## src/rtl/instr_fetch_if.sv

```systemverilog
// rtl/instr_fetch_if.sv - CPU fetch handshake and program RAM bus bundle
//
// Purpose : groups the CPU-side fetch handshake and the byte-wide program RAM
//           port that instr_fetch sits between.
// Ports   : master - CPU + RAM side (drives request/ack/flush and RAM data)
//           slave  - instr_fetch side (drives instruction bytes and RAM control)
interface instr_fetch_if #(
    parameter int ADDR_W = 8
);
    logic [ADDR_W-1:0] program_counter;
    logic              fetch_req;
    logic              flush;
    logic              instr_ack;
    logic [7:0]        op_code;
    logic [7:0]        arg1;
    logic [7:0]        arg2;
    logic              instr_valid;
    logic              busy;
    logic [ADDR_W-1:0] mem_addr;
    logic              mem_en;
    logic [7:0]        mem_rdata;

    modport master (
        output program_counter, fetch_req, flush, instr_ack, mem_rdata,
        input  op_code, arg1, arg2, instr_valid, busy, mem_addr, mem_en
    );

    modport slave (
        input  program_counter, fetch_req, flush, instr_ack, mem_rdata,
        output op_code, arg1, arg2, instr_valid, busy, mem_addr, mem_en
    );
endinterface

```

## src/rtl/instr_fetch.sv

```systemverilog
// rtl/instr_fetch.sv - instruction fetch responder with one-entry hit buffer
//
// Purpose : reads op_code/arg1/arg2 (bytes pc, pc+1, pc+2) from a byte-wide
//           synchronous program RAM, one byte per cycle, and presents them to
//           the CPU with a valid/ack handshake. A one-entry buffer returns a
//           repeated pc in one cycle without touching the RAM.
// Ports   : clk   - system clock, rising edge
//           rst_n - asynchronous active-low reset
//           bus   - slave side of instr_fetch_if (CPU handshake + RAM port)
module instr_fetch #(
    parameter int ADDR_W = 8,
    parameter int BUF_EN = 1
) (
    input  logic          clk,
    input  logic          rst_n,
    instr_fetch_if.slave  bus
);
    typedef enum logic [1:0] {
        S_IDLE  = 2'd0,
        S_FETCH = 2'd1,
        S_VALID = 2'd2
    } state_t;

    state_t            state_q, state_d;
    logic [1:0]        cnt_q, cnt_d;
    logic [ADDR_W-1:0] pc_q, pc_d;
    logic [ADDR_W-1:0] mem_addr_q, mem_addr_d;
    logic              mem_en_q, mem_en_d;
    logic              busy_q, busy_d;
    logic              valid_q, valid_d;
    logic [7:0]        op_q, op_d;
    logic [7:0]        a1_q, a1_d;
    logic [7:0]        a2_q, a2_d;
    logic              buf_valid_q, buf_valid_d;
    logic [ADDR_W-1:0] buf_pc_q, buf_pc_d;
    logic [7:0]        buf_op_q, buf_op_d;
    logic [7:0]        buf_a1_q, buf_a1_d;
    logic [7:0]        buf_a2_q, buf_a2_d;

    logic hit;
    logic accept;

    always_comb begin
        state_d     = state_q;
        cnt_d       = cnt_q;
        pc_d        = pc_q;
        mem_addr_d  = mem_addr_q;
        mem_en_d    = mem_en_q;
        busy_d      = busy_q;
        valid_d     = valid_q;
        op_d        = op_q;
        a1_d        = a1_q;
        a2_d        = a2_q;
        buf_valid_d = buf_valid_q;
        buf_pc_d    = buf_pc_q;
        buf_op_d    = buf_op_q;
        buf_a1_d    = buf_a1_q;
        buf_a2_d    = buf_a2_q;

        hit    = (BUF_EN != 0) && buf_valid_q && (bus.program_counter == buf_pc_q);
        // A new request is only looked at when nothing is pending for the CPU,
        // or on the edge where the CPU takes the pending instruction.
        accept = (state_q == S_IDLE) || ((state_q == S_VALID) && bus.instr_ack);

        if (bus.flush) begin
            // Data bytes deliberately keep their last value.
            state_d     = S_IDLE;
            valid_d     = 1'b0;
            mem_en_d    = 1'b0;
            busy_d      = 1'b0;
            buf_valid_d = 1'b0;
        end else if (state_q == S_FETCH) begin
            // RAM data lags the address by one edge, so each byte is captured
            // one step after its address was issued.
            cnt_d = cnt_q + 2'd1;
            case (cnt_q)
                2'd0: mem_addr_d = pc_q + ADDR_W'(1);
                2'd1: begin
                    op_d       = bus.mem_rdata;
                    mem_addr_d = pc_q + ADDR_W'(2);
                end
                2'd2: begin
                    a1_d     = bus.mem_rdata;
                    mem_en_d = 1'b0;
                end
                default: begin
                    a2_d        = bus.mem_rdata;
                    valid_d     = 1'b1;
                    busy_d      = 1'b0;
                    state_d     = S_VALID;
                    buf_valid_d = 1'b1;
                    buf_pc_d    = pc_q;
                    buf_op_d    = op_q;
                    buf_a1_d    = a1_q;
                    buf_a2_d    = bus.mem_rdata;
                end
            endcase
        end else if (accept) begin
            if (state_q == S_VALID) begin
                valid_d = 1'b0;
                state_d = S_IDLE;
            end
            if (bus.fetch_req) begin
                if (hit) begin
                    op_d    = buf_op_q;
                    a1_d    = buf_a1_q;
                    a2_d    = buf_a2_q;
                    valid_d = 1'b1;
                    state_d = S_VALID;
                end else begin
                    pc_d       = bus.program_counter;
                    mem_addr_d = bus.program_counter;
                    mem_en_d   = 1'b1;
                    busy_d     = 1'b1;
                    cnt_d      = 2'd0;
                    valid_d    = 1'b0;
                    state_d    = S_FETCH;
                end
            end
        end
    end

    always_ff @(posedge clk or negedge rst_n) begin
        if (!rst_n) begin
            state_q     <= S_IDLE;
            cnt_q       <= 2'd0;
            pc_q        <= '0;
            mem_addr_q  <= '0;
            mem_en_q    <= 1'b0;
            busy_q      <= 1'b0;
            valid_q     <= 1'b0;
            op_q        <= 8'h00;
            a1_q        <= 8'h00;
            a2_q        <= 8'h00;
            buf_valid_q <= 1'b0;
            buf_pc_q    <= '0;
            buf_op_q    <= 8'h00;
            buf_a1_q    <= 8'h00;
            buf_a2_q    <= 8'h00;
        end else begin
            state_q     <= state_d;
            cnt_q       <= cnt_d;
            pc_q        <= pc_d;
            mem_addr_q  <= mem_addr_d;
            mem_en_q    <= mem_en_d;
            busy_q      <= busy_d;
            valid_q     <= valid_d;
            op_q        <= op_d;
            a1_q        <= a1_d;
            a2_q        <= a2_d;
            buf_valid_q <= buf_valid_d;
            buf_pc_q    <= buf_pc_d;
            buf_op_q    <= buf_op_d;
            buf_a1_q    <= buf_a1_d;
            buf_a2_q    <= buf_a2_d;
        end
    end

    assign bus.op_code     = op_q;
    assign bus.arg1        = a1_q;
    assign bus.arg2        = a2_q;
    assign bus.instr_valid = valid_q;
    assign bus.busy        = busy_q;
    assign bus.mem_addr    = mem_addr_q;
    assign bus.mem_en      = mem_en_q;
endmodule

```

## src/flat_wrapper.sv

```systemverilog
// flat-port wrapper written by rule: the top's interface ports become plain ports
module instr_fetch_flat 
#(
    parameter int ADDR_W = 8,
    parameter int BUF_EN = 1
)
  (clk, rst_n, bus_program_counter, bus_fetch_req, bus_flush, bus_instr_ack, bus_mem_rdata, bus_op_code, bus_arg1, bus_arg2, bus_instr_valid, bus_busy, bus_mem_addr, bus_mem_en);
  instr_fetch_if #(.ADDR_W(ADDR_W)) bus_i ();
  input  logic clk;
  input  logic rst_n;
  input wire logic [$bits(bus_i.program_counter)-1:0] bus_program_counter;
  input wire logic [$bits(bus_i.fetch_req)-1:0] bus_fetch_req;
  input wire logic [$bits(bus_i.flush)-1:0] bus_flush;
  input wire logic [$bits(bus_i.instr_ack)-1:0] bus_instr_ack;
  input wire logic [$bits(bus_i.mem_rdata)-1:0] bus_mem_rdata;
  output wire logic [$bits(bus_i.op_code)-1:0] bus_op_code;
  output wire logic [$bits(bus_i.arg1)-1:0] bus_arg1;
  output wire logic [$bits(bus_i.arg2)-1:0] bus_arg2;
  output wire logic [$bits(bus_i.instr_valid)-1:0] bus_instr_valid;
  output wire logic [$bits(bus_i.busy)-1:0] bus_busy;
  output wire logic [$bits(bus_i.mem_addr)-1:0] bus_mem_addr;
  output wire logic [$bits(bus_i.mem_en)-1:0] bus_mem_en;
  assign bus_i.program_counter = bus_program_counter;
  assign bus_i.fetch_req = bus_fetch_req;
  assign bus_i.flush = bus_flush;
  assign bus_i.instr_ack = bus_instr_ack;
  assign bus_i.mem_rdata = bus_mem_rdata;
  assign bus_op_code = bus_i.op_code;
  assign bus_arg1 = bus_i.arg1;
  assign bus_arg2 = bus_i.arg2;
  assign bus_instr_valid = bus_i.instr_valid;
  assign bus_busy = bus_i.busy;
  assign bus_mem_addr = bus_i.mem_addr;
  assign bus_mem_en = bus_i.mem_en;
  instr_fetch #(.ADDR_W(ADDR_W), .BUF_EN(BUF_EN)) u_core (.clk(clk), .rst_n(rst_n), .bus(bus_i));
endmodule
```

## config.mk

```make
export PLATFORM = sky130hd
export DESIGN_NAME = instr_fetch_flat
export DESIGN_NICKNAME = d
export VERILOG_FILES = /design/src/rtl/instr_fetch_if.sv /design/src/rtl/instr_fetch.sv /design/src/flat_wrapper.sv
export SDC_FILE = /design/constraint.sdc
export NUM_CORES = 1
export LEC_CHECK = 0
export ABC_AREA = 1
export CORE_MARGIN = 10
export CORE_UTILIZATION = 50
export DETAILED_ROUTE_END_ITERATION = 12
export PLACE_DENSITY = 0.87
export SLEW_MARGIN = 20
export SYNTH_ARGS = -nofsm -noshare
export SYNTH_HDL_FRONTEND = slang
export SYNTH_SLANG_ARGS = --single-unit
```

## constraint.sdc

```tcl
create_clock -name clk -period 1.55 [get_ports clk]
set_input_delay 0.2325 -clock clk [delete_from_list [all_inputs] [get_ports clk]]
set_output_delay 0.2325 -clock clk [all_outputs]
set_load 0.03 [all_outputs]
```

==> metrics.cfg, run 1 <==
[status]
status = complete, but fails checks
failed_checks = negative setup slack

[clocking]
clkTransAtPathRegs_ns = 0.09
numCtsBuffers = 9
clk_latency_ns = 0.38
clock-root-buffer = clkbuf_8
htreeDepth = 3
clock_tree.buffer_depth = 2
cts_tree = done
cts_sinks = 79

[finish]
nNetsFinal = 651
antenna-diode-count = 0
fill_cells = 539
layout_commonest_cell = nand2_1
layout.cells.non_filler = 731
drive_gt1_share_pct = 33.39
area_growth_pct = 44.97
most-common-layout-cells = nand2_1 (148), dfrtp_1 (78), buf_4 (51)

[logic_synthesis]
yosysWarnings = 0
synth_edf_count = 0
ys_ff_latch = 79
synth_fp_nets = 534
yosysSeqAreaShare_pct = 48.01
synth_area_leaders = dfrtp_1 (48%), nand2_1 (18%), nand4_1 (4.4%)
synthArstFlopShare_pct = 100.0
synthCells = 504
synth_area_sq_um = 4118
synth_top_area_cell = dfrtp_1
synth_top_area_share_pct = 48.01
synth_cell_types = 36
ys.flop_type = dfrtp_1
syn_avg_cell_area_sq_um = 8.170

[global_route]
grt_max_degree = 39
grt_pass1_vias = 4012
grt_overflow = 0
grtUsageTotal_pct = 19.67
antenna_found_initial = 0
grt_pass1_wl_mm = 19.88

[detailed_routing]
drc = 0
met1Wirelength_mm = 5.297
routed-wl-met2_mm = 6.754
via_count = 4221
met3_length_mm = 1.285
top_layer = met4
wire_per_inst_um = 19.05
drt_wl_total_mm = 13.93
vias_per_cell = 5.774
firstDrtPassIters = 9
drt-initial-drc-count = 526
drtAntennaViolNets = 0

[worst_setup_path]
cp_top_family = simple AND/OR/NAND/NOR gates
cp.required_ns = 1.81
cp_slowest_stage_delay_ns = 0.38
startpoint_type = flip-flop
crit_path_cell_trace = inv_1 > or2_2 > nand2_1 > nor2_2 > nand2_4 > nand2_8 > nand3_4 > nand2_2 > nand2_1
path_max_fanout = 8
path_class = reg -> reg
critPathCaptureType = flip-flop
crit_top_cell = nand2_1
arrival_ns = 1.97
cp_num_buf_inv = 1
cpMaxStageDelayCell = dfrtp_1

[placed_design]
dpl.hpwl_mm = 8.256
place_congestion = 0.9193
dp.cells = 696
portBuffers = 55

[pwr]
leakage_nw = 3.075
powerDensity_nw_per_um2 = 1689
irDropWorstVdd_mv = 0.9878

[die]
die_area_sq_um = 12270
ioPinCount = 56
rows = 33
initial_core_util_pct = 50.62
dieHeight_um = 110.8
die_x_um = 110.8
core_area_sq_um = 8134

[timing]
clock.fmax_ghz = 0.5857
rsz0062_at_grt = yes
final_hold_viol_count = 0
maxSlewViolCount = 0
worst_slew_pin_slew_ns = 0.4471
min_period_ns = 1.707
min_period_over_period_pct = 110.2
relSlewSlack_pct = 70.19
fin_skew_ns = 0.009497
tns_ns = -6.201
setup_viol = 74
setup_ws_ns = -0.1575

[worst_hold_path]
worstHoldPathType = in -> reg

[flow_run]
timing.max_cap.violations = 0

[synth_stat cells (3+ instances only)]
cell,number
a21boi_0,8
nand2_4,4
ha_1,9
dfrtp_1,79
clkbuf_1,4
nor2_1,17
inv_2,4
o21ai_2,9
buf_4,3
nand2_2,3
nand2_1,200
a21oi_1,10
nand3_1,10
buf_2,6
inv_1,40
o21ai_0,30
buf_6,5
xnor2_1,3
o21ai_1,10
nand4_1,29
[metal layers]
layer  up-vias  track usage (%)
met5         -                0
li1       1863                -
met4         0            8.767
met2       283            32.51
met3        61            4.058
met1      2014            24.06
[power breakdown]
group          internal [mW]  total (mW)  switching [mW]
sequential              2.78        3.41           0.630
clock                  0.763        1.62           0.857
combinational           1.91        5.06            3.14
[kinds of logic (layout without fill, tap and decap cells)]
kind of cell | after synthesis | count (layout) | synth area share (%)
simple gates | 275 | 278 | 29.93
flops | 79 | 79 | 48.01
compound gates | 70 | 70 | 10.03
buf+inv | 67 | 186 | 8.416
fa+ha+maj | 9 | 9 | 2.735
xor+xnor | 3 | 3 | 0.6382
mux | 1 | 1 | 0.2431
[metrics by stage]
stage / setup WS, ns / hold WS [ns] / cell area, sq um / utilization (%) / power, mW
final: -0.1575 / 0.1980 / 5969 / 73.39 / 10.08
after detailed placement: -0.3659 / 0.2088 / 5141 / 63.21 / 7.862
after global routing: -0.2253 / 0.2228 / 5969 / 73.39 / 10.61
after CTS: -0.07839 / 0.3543 / 5554 / 68.28 / 9.500
after floorplan: -0.2364 / -0.06309 / 4194 / - / 6.040
after global placement: -0.3890 / 0.2006 / 5141 / 63.21 / 7.673
[worst register-to-register path: cells and delay by family (launching register included)]
kind / cells / cell delay, ns
buffers and inverters: 1 / 0.12
DFF: 1 / 0.38
and+or+nand+nor: 8 / 1.11
[sequential cells by signal, summed over array words and instances (netlist names)]
signal and cells:
u_core.buf_a1_q 8, u_core.buf_a2_q 8, u_core.buf_op_q 8, u_core.buf_pc_q 8, u_core.bus.arg1 8, u_core.bus.arg2 8
u_core.bus.mem_addr 8, u_core.bus.op_code 8, u_core.pc_q 8, u_core.cnt_q 2, u_core.state_q 2, u_core.buf_valid_q 1
u_core.bus.busy 1, u_core.bus.mem_en 1
[path summary, 6_finish.rpt]
check | slack (ns) | to | from | cells after the start
worst min register to register | 0.49 | u_core.buf_a2_q[0]$_DFFE_PN0P_ | u_core.buf_a2_q[0]$_DFFE_PN0P_ | 2
worst max-delay path | -0.16 | u_core.bus.arg1[5]$_DFFE_PN0P_ | u_core.buf_pc_q[4]$_DFFE_PN0P_ | 9
worst max register to register | -0.16 | u_core.bus.arg1[5]$_DFFE_PN0P_ | u_core.buf_pc_q[4]$_DFFE_PN0P_ | 9
worst min-delay path | 0.20 | u_core.pc_q[1]$_DFFE_PN0P_ | bus_program_counter[1] | 3
max in group asynchronous | 0.64 | u_core.state_q[1]$_DFFE_PN0P_ | rst_n | 3
min in group asynchronous | 0.34 | u_core.buf_a2_q[5]$_DFFE_PN0P_ | rst_n | 2
[repair_timing]
action	4_1_cts	5_1_grt
endpoints found under the setup margin	103	79
hold endpoints to repair	30	0
buffers inserted	6	6
hold buffers	1	0
pin swaps	11	38
cloned	3	3
resized for setup	76	106
[layout make-up]
class                   count  area [sq um]  share of cell area, %
clock buffers               9         123.9                  2.075
clock inverters             7         80.08                  1.341
inverters                  46         206.4                  3.458
multi-input cells         361          2258                  37.83
flip-flops and latches     79          1978                  33.14
well taps                 105         131.4                  2.201
repair buffers            124          1191                  19.95
(Power assumes the default switching activity.)
==> inputs of run 2 (changes only) <==
--- a/config.mk
+++ b/config.mk
@@ -7,9 +7,9 @@
 export LEC_CHECK = 0
 export ABC_AREA = 1
 export CORE_MARGIN = 10
-export CORE_UTILIZATION = 50
+export CORE_UTILIZATION = 48
 export DETAILED_ROUTE_END_ITERATION = 12
-export PLACE_DENSITY = 0.87
+export PLACE_DENSITY = 0.84
 export SLEW_MARGIN = 20
 export SYNTH_ARGS = -nofsm -noshare
 export SYNTH_HDL_FRONTEND = slang
==> constraint.sdc (replaced) <==
create_clock -name clk -period 1.55 [get_ports clk]
set_input_delay 0.465 -clock clk [delete_from_list [all_inputs] [get_ports clk]]
set_output_delay 0.465 -clock clk [all_outputs]
set_load 0.03 [all_outputs]
==> run 2 against run 1 <==
  * The flow still finishes with violations (negative setup slack)
  * Total power up 0.99%
  * Combinational power about the same
  * Core utilization fell by 0.90 points
  * Via count is 1.2% lower
  * Clock skew up 0.0082 ns
  * Clock power about the same
  * Worst setup slack worse by 0.028 ns
  * Design area up 0.78%
==> metrics.cfg, run 2 (synthesis gave the netlist of run 1 again) <==
[status]
status = complete, but fails checks
failed_checks = negative setup slack

[pwr]
leakage_nw = 3.055  ; -0.66%
power_mw = 10.18  ; +0.99%
powerDensity_nw_per_um2 = 1693  ; +0.22%
p_clk_share_pct = 16.0  ; about the same
power.internal_mw = 5.588  ; +2.4%
p_sw_mw = 4.596  ; -0.69%
pwr-share-comb_pct = 49.9  ; -0.2 points
swShare_pct = 45.13  ; -0.77 points
irDropWorstVdd_mv = 1.183  ; +20%
p_seq_share_pct = 34.2  ; +0.4 points

[worst_setup_path]
path_max_fanout = 8  ; unchanged
crit_top_cell = nand2_1
crit_path_cell_trace = buf_4 > a21oi_2 > nand3_2 > nor2_4 > nand2_4 > nand2_8 > nand3_4 > nand2_1 > nand2_1
cp_num_buf_inv = 1  ; unchanged
startpoint_type = flip-flop
cp_slowest_stage_delay_ns = 0.40  ; +0.02 ns
path_class = reg -> reg
cp_top_family = simple AND/OR/NAND/NOR gates
cpMaxStageDelayCell = dfrtp_1
arrival_ns = 1.98  ; about the same
cp.required_ns = 1.80  ; about the same
critPathCaptureType = flip-flop

[placed_design]
place_congestion = 0.8797  ; -4.3%
dpl.hpwl_mm = 8.143  ; -1.4%
portBuffers = 55  ; unchanged
placed_area_sq_um = 5154  ; +0.24%

[detailed_routing]
via_count = 4170  ; -1.2%
wire_per_inst_um = 18.81  ; -1.3%
drtAntennaViolNets = 0  ; unchanged
drc = 0  ; unchanged
drt_wl_total_mm = 13.88  ; -0.32%
vias_per_cell = 5.650  ; -2.1%
firstDrtPassIters = 7  ; -2
drt-initial-drc-count = 413  ; -21%

[timing]
worst_slew_pin_slew_ns = 0.3834  ; -0.06370 ns
rsz0062_at_grt = yes
relSlewSlack_pct = 74.44  ; +4.2 points
clock.fmax_ghz = 0.5763  ; -1.6%
tns_ns = -7.189  ; -0.9873 ns
maxSlewViolCount = 0  ; unchanged
timing.hold.ws_ns = 0.01586  ; -0.1822 ns
setup_viol = 79  ; +6.8%
fin_skew_ns = 0.01770  ; +0.008204 ns
min_period_ns = 1.735  ; +0.02780 ns
setup_ws_ns = -0.1853  ; -0.02780 ns
final_hold_viol_count = 0  ; unchanged
min_period_over_period_pct = 112.0  ; +1.8 points

[finish]
most-common-layout-cells = nand2_1 (151), dfrtp_1 (77), buf_4 (73)
fin_util_pct = 72.49  ; -0.90 points
final_cell_area_sq_um = 6016  ; +0.78%
nNetsFinal = 658  ; +1.1%
area_growth_pct = 46.10
antenna-diode-count = 0  ; unchanged
drive_gt1_share_pct = 39.34  ; +5.9 points
layout_commonest_cell = nand2_1
fill_cells = 545  ; +1.1%

[flow_run]
timing.max_cap.violations = 0  ; unchanged

[global_route]
antenna_found_initial = 0  ; unchanged
grt_overflow = 0  ; unchanged
grt_max_degree = 32  ; -18%
grt_pass1_wl_mm = 19.20  ; -3.4%
grtUsageTotal_pct = 18.14  ; -1.5 points
grt_pass1_vias = 3899  ; -2.8%

[clocking]
clk_latency_ns = 0.37  ; about the same
numCtsBuffers = 9  ; unchanged
clock_tree.buffer_depth = 2  ; unchanged
cts_sinks = 79  ; unchanged
htreeDepth = 3  ; unchanged
cts_tree = done
clkTransAtPathRegs_ns = 0.09  ; about the same
clock-root-buffer = clkbuf_8
ctsHoldBuffers = 0  ; -1

[die]
die_x_um = 112.6  ; +1.7%
ioPinCount = 56  ; unchanged
core_area_sq_um = 8299  ; +2.0%
die_area_sq_um = 12680  ; +3.4%
rows = 33  ; unchanged
dieHeight_um = 112.6  ; +1.7%
initial_core_util_pct = 49.62  ; -1.0 points

[worst_hold_path]
worstHoldPathType = in -> async

-- run 2: cell count changes in the layout (fill, tap and decap cells not counted), sizes merged, moves of 3 or more --
| cell | before | now |
|---|---|---|
| clkdlybuf4s15 | 0 | 12 |
| dlygate4sd2 | 34 | 9 |
| buf | 68 | 94 |
| clkbuf | 11 | 14 |
| clkdlybuf4s50 | 17 | 10 |
-- run 2: timing repair --
item                                    CTS  global route
pin swaps                                20            25
buffers inserted                          4             7
endpoints found under the setup margin   92            81
resized for setup                        94           106
cloned                                    3             7
-- run 2: final cells by class --
| class | instances | area, sq um | share of cell area [%] |
|---|---|---|---|
| flip-flops and latches | 79 | 1979 | 32.90 |
| clock inverters | 7 | 77.57 | 1.290 |
| clock buffers | 9 | 123.9 | 2.059 |
| multi-input cells | 360 | 2216 | 36.83 |
| inverters | 46 | 200.2 | 3.328 |
| well taps | 105 | 131.4 | 2.184 |
| repair inverters | 2 | 17.52 | 0.2912 |
| repair buffers | 130 | 1270 | 21.11 |
-- run 2: path summary, 6_finish.rpt --
kind / start / end / slack (ns) / depth (start not counted)
hold / removal: rst_n / u_core.buf_pc_q[7]$_DFFE_PN0P_ / 0.02 / 1
hold reg to reg: u_core.buf_a2_q[4]$_DFFE_PN0P_ / u_core.buf_a2_q[4]$_DFFE_PN0P_ / 0.48 / 2
setup / recovery: u_core.buf_pc_q[7]$_DFFE_PN0P_ / u_core.bus.arg1[6]$_DFFE_PN0P_ / -0.19 / 9
min in group clk: u_core.buf_a2_q[4]$_DFFE_PN0P_ / u_core.buf_a2_q[4]$_DFFE_PN0P_ / 0.48 / 2
max in group asynchronous: rst_n / u_core.bus.arg2[4]$_DFFE_PN0P_ / 1.04 / 2
setup reg to reg: u_core.buf_pc_q[7]$_DFFE_PN0P_ / u_core.bus.arg1[6]$_DFFE_PN0P_ / -0.19 / 9
-- run 2: stage by stage --
stage / setup slack, ns / std cells
floorplan: -0.2364 / 504
finish: -0.1853 / 738
detailed placement: -0.6408 / 701
global placement: -0.5653 / 701
CTS: -0.04686 / 724
global route: -0.2344 / 738
-- run 2: routing by layer --
layer	share of wire, %	up-vias	GRT usage, %
li1	-	1882	-
met1	39	1999	23.22
met2	49	236	29.15
met3	8.6	53	4.153
met4	3.5	0	6.684
met5	0	-	0
-- run 2: worst register-to-register path: stages (launching register included) --
cell,delay [ns]
dfrtp_1,0.40
buf_4,0.14
a21oi_2,0.16
nand3_2,0.13
nor2_4,0.18
nand2_4,0.11
nand2_8,0.15
nand3_4,0.16
nand2_1,0.14
nand2_1,0.07
-- run 2: power groups by stage --
stage          registers, mW  logic, mW  clock network [mW]
4_1_cts                 3.35       4.66                1.61
3_3_place_gp            3.33       4.33                   0
3_5_place_dp            3.36       4.48                   0
6_report                3.48       5.08                1.62
2_1_floorplan           4.11       1.93                   0
5_1_grt                 3.55       5.46                1.72
==> inputs of run 3 (changes only) <==
--- a/config.mk
+++ b/config.mk
@@ -9,6 +9,7 @@
 export CORE_MARGIN = 10
 export CORE_UTILIZATION = 48
 export DETAILED_ROUTE_END_ITERATION = 12
+export MAX_ROUTING_LAYER = met4
 export PLACE_DENSITY = 0.84
 export SLEW_MARGIN = 20
 export SYNTH_ARGS = -nofsm -noshare
==> run 3 against run 2 <==
  * Register-to-register slack improved by 0.04 ns
  * Largest cell class unchanged
  * Sequential power is 1% lower
  * Worst setup slack gained 0.042 ns
  * First-iteration DRC count fell by 0.24%
  * Non-clock buffer count grew 6
  * Total power shrank 1.6%
  * Clock power fell by 7%
  * Sequential share of layout area grew 0.86 points
  * The flow still finishes with violations (negative setup slack)
  * Sequential cell count did not move
==> metrics.cfg, run 3 (synthesis gave the netlist of run 1 again) <==
[status]
status = complete, but fails checks
failed_checks = negative setup slack

[clocking]
cts_tree = done
clkTransAtPathRegs_ns = 0.10  ; about the same
clock-root-buffer = clkbuf_8
numCtsBuffers = 9  ; unchanged
htreeDepth = 3  ; unchanged
cts_sinks = 79  ; unchanged
clock_tree.buffer_depth = 2  ; unchanged
clk_latency_ns = 0.37  ; about the same
ctsHoldBuffers = 0  ; unchanged

[worst_setup_path]
cp_top_family = simple AND/OR/NAND/NOR gates
rr_startpoint = u_core.cnt_q[0]$_DFFE_PN0P_
startpoint_type = flip-flop
r2r-end = u_core.bus.arg1[6]$_DFFE_PN0P_
arrival_ns = 1.95  ; -0.03 ns
r2r.worst_path.cells = 8  ; -1
path_max_fanout = 9  ; +1
path_class = reg -> reg
cp.required_ns = 1.81  ; about the same
cp_num_buf_inv = 3  ; +2
critPathCaptureType = flip-flop
rrSetupSlack_ns = -0.14  ; +0.04 ns
cpMaxStageDelayCell = dfrtp_1
cp_slowest_stage_delay_ns = 0.42  ; +0.02 ns
crit_path_cell_trace = buf_4 > inv_1 > ha_1 > or2_0 > buf_4 > nand3_4 > nand2_1 > nand2_1

[pwr]
irDropWorstVdd_mv = 0.7737  ; -35%
powerDensity_nw_per_um2 = 1708  ; +0.92%
leakage_nw = 2.992  ; -2.1%

[placed_design]
placed_area_sq_um = 5121  ; -0.63%
post-place-ws_ns = -0.6444  ; -0.003605 ns
portBuffers = 55  ; unchanged
place_congestion = 0.9203  ; +4.6%
dpl.hpwl_mm = 7.934  ; -2.6%

[detailed_routing]
firstDrtPassIters = 5  ; -2
drc = 0  ; unchanged
drt_wl_total_mm = 12.90  ; -7.1%
vias_per_cell = 5.462  ; -3.3%
drtAntennaViolNets = 0  ; unchanged
via_count = 4053  ; -2.8%
drt-initial-drc-count = 412  ; -0.24%
wire_per_inst_um = 17.39  ; -7.6%

[die]
die_x_um = 112.6  ; unchanged
dieHeight_um = 112.6  ; unchanged
rows = 33  ; unchanged
ioPinCount = 56  ; unchanged
core_area_sq_um = 8299  ; unchanged
die_area_sq_um = 12680  ; unchanged
initial_core_util_pct = 49.62  ; unchanged

[finish]
nNetsFinal = 662  ; +0.61%
area_growth_pct = 42.39
fill_cells = 575  ; +5.5%
final_cell_area_sq_um = 5863  ; -2.5%
layout_commonest_cell = nand2_1
drive_gt1_share_pct = 34.69  ; -4.6 points
most-common-layout-cells = nand2_1 (177), buf_4 (80), dfrtp_1 (77)
antenna-diode-count = 0  ; unchanged

[timing]
worst_slew_pin_slew_ns = 0.4289  ; +0.04547 ns
timing.hold.ws_ns = 0.08404  ; +0.06818 ns
maxSlewViolCount = 0  ; unchanged
setup_ws_ns = -0.1428  ; +0.04242 ns
min_period_over_period_pct = 109.2  ; -2.7 points
tns_ns = -4.595  ; +2.594 ns
relSlewSlack_pct = 71.41  ; -3.0 points
clock.fmax_ghz = 0.5907  ; +2.5%
fin_skew_ns = 0.01681  ; -0.0008892 ns
setup_viol = 77  ; -2.5%
final_hold_viol_count = 0  ; unchanged
min_period_ns = 1.693  ; -0.04242 ns
rsz0062_at_grt = yes

[global_route]
grt_pass1_wl_mm = 19.23  ; +0.18%
antenna_found_initial = 0  ; unchanged
grtUsageTotal_pct = 18.91  ; +0.77 points
grt_max_degree = 80  ; +150%
grt_overflow = 0  ; unchanged
grt_pass1_vias = 3889  ; -0.26%

[flow_run]
timing.max_cap.violations = 0  ; unchanged

[worst_hold_path]
worstHoldPathType = in -> async

==> run 3: cell count changes in the layout (fill, tap and decap cells not counted), sizes merged <==
cell / delta
buf: +6
clkinv: -3
bufbuf: +1
bufinv: -1
clkdlybuf4s15: +1
clkinvlp: +1
dlygate4sd2: -1
nand2: -1
nand3: +1
==> run 3: layout make-up <==
| type | count | area (sq um) | share of cell area [%] |
|---|---|---|---|
| Multi-Input combinational cell | 360 | 2076 | 35.40 |
| Sequential cell | 79 | 1979 | 33.76 |
| Timing Repair Buffer | 136 | 1299 | 22.15 |
| Inverter | 46 | 190.2 | 3.244 |
| Clock buffer | 10 | 137.6 | 2.347 |
| Tap cell | 105 | 131.4 | 2.241 |
| Clock inverter | 6 | 50.05 | 0.8536 |
==> run 3: how the worst max path moves through the flow <==
stage | startpoint | to | cells past startpoint
6_report | u_core.cnt_q[0]$_DFFE_PN0P_ | u_core.bus.arg1[6]$_DFFE_PN0P_ | 8
5_1_grt | u_core.buf_pc_q[1]$_DFFE_PN0P_ | u_core.bus.arg1[4]$_DFFE_PN0P_ | 12
4_1_cts | u_core.state_q[1]$_DFFE_PN0P_ | u_core.bus.arg2[6]$_DFFE_PN0P_ | 10
3_5_place_dp | bus_program_counter[5] | u_core.bus.arg2[4]$_DFFE_PN0P_ | 12
3_3_place_gp | bus_program_counter[0] | u_core.state_q[0]$_DFFE_PN0P_ | 9
2_1_floorplan | u_core.state_q[1]$_DFFE_PN0P_ | u_core.bus.arg2[5]$_DFFE_PN0P_ | 13
==> run 3: worst reg2reg max path, stage by stage (launching register included) <==
cell     delay (ns)
dfrtp_1        0.42
buf_4          0.16
inv_1          0.07
ha_1           0.20
or2_0          0.18
buf_4          0.21
nand3_4        0.16
nand2_1        0.11
nand2_1        0.07
==> run 3: stage by stage <==
step | utilization [%] | power [mW] | instances
4_1_cts | 67.22 | 9.646 | 727
3_3_place_gp | 61.71 | 7.645 | 700
2_1_floorplan | - | 6.040 | 504
5_1_grt | 70.65 | 10.60 | 742
6_report | 70.65 | 10.02 | 742
3_5_place_dp | 61.71 | 7.809 | 700
==> run 3: power by group <==
part | internal [mW] | total, mW | switching (mW)
sequential | 2.78 | 3.43 | 0.645
clock | 0.648 | 1.51 | 0.859
combinational | 2.12 | 5.08 | 2.96
==> run 3: timing repair <==
action,4_1_cts,5_1_grt
pin swaps,10,25
setup buffers,7,13
gates resized for setup,89,56
gates cloned,4,2
setup endpoints to repair,91,82
==> run 3: routing by layer <==
| metal | track usage [%] | vias up | share of wire [%] |
|---|---|---|---|
| li1 | - | 1883 | - |
| met5 | - | - | 0 |
| met3 | 3.248 | 29 | 7.2 |
| met1 | 24.11 | 1924 | 42 |
| met4 | 8.376 | 0 | 2.4 |
| met2 | 28.76 | 217 | 49 |
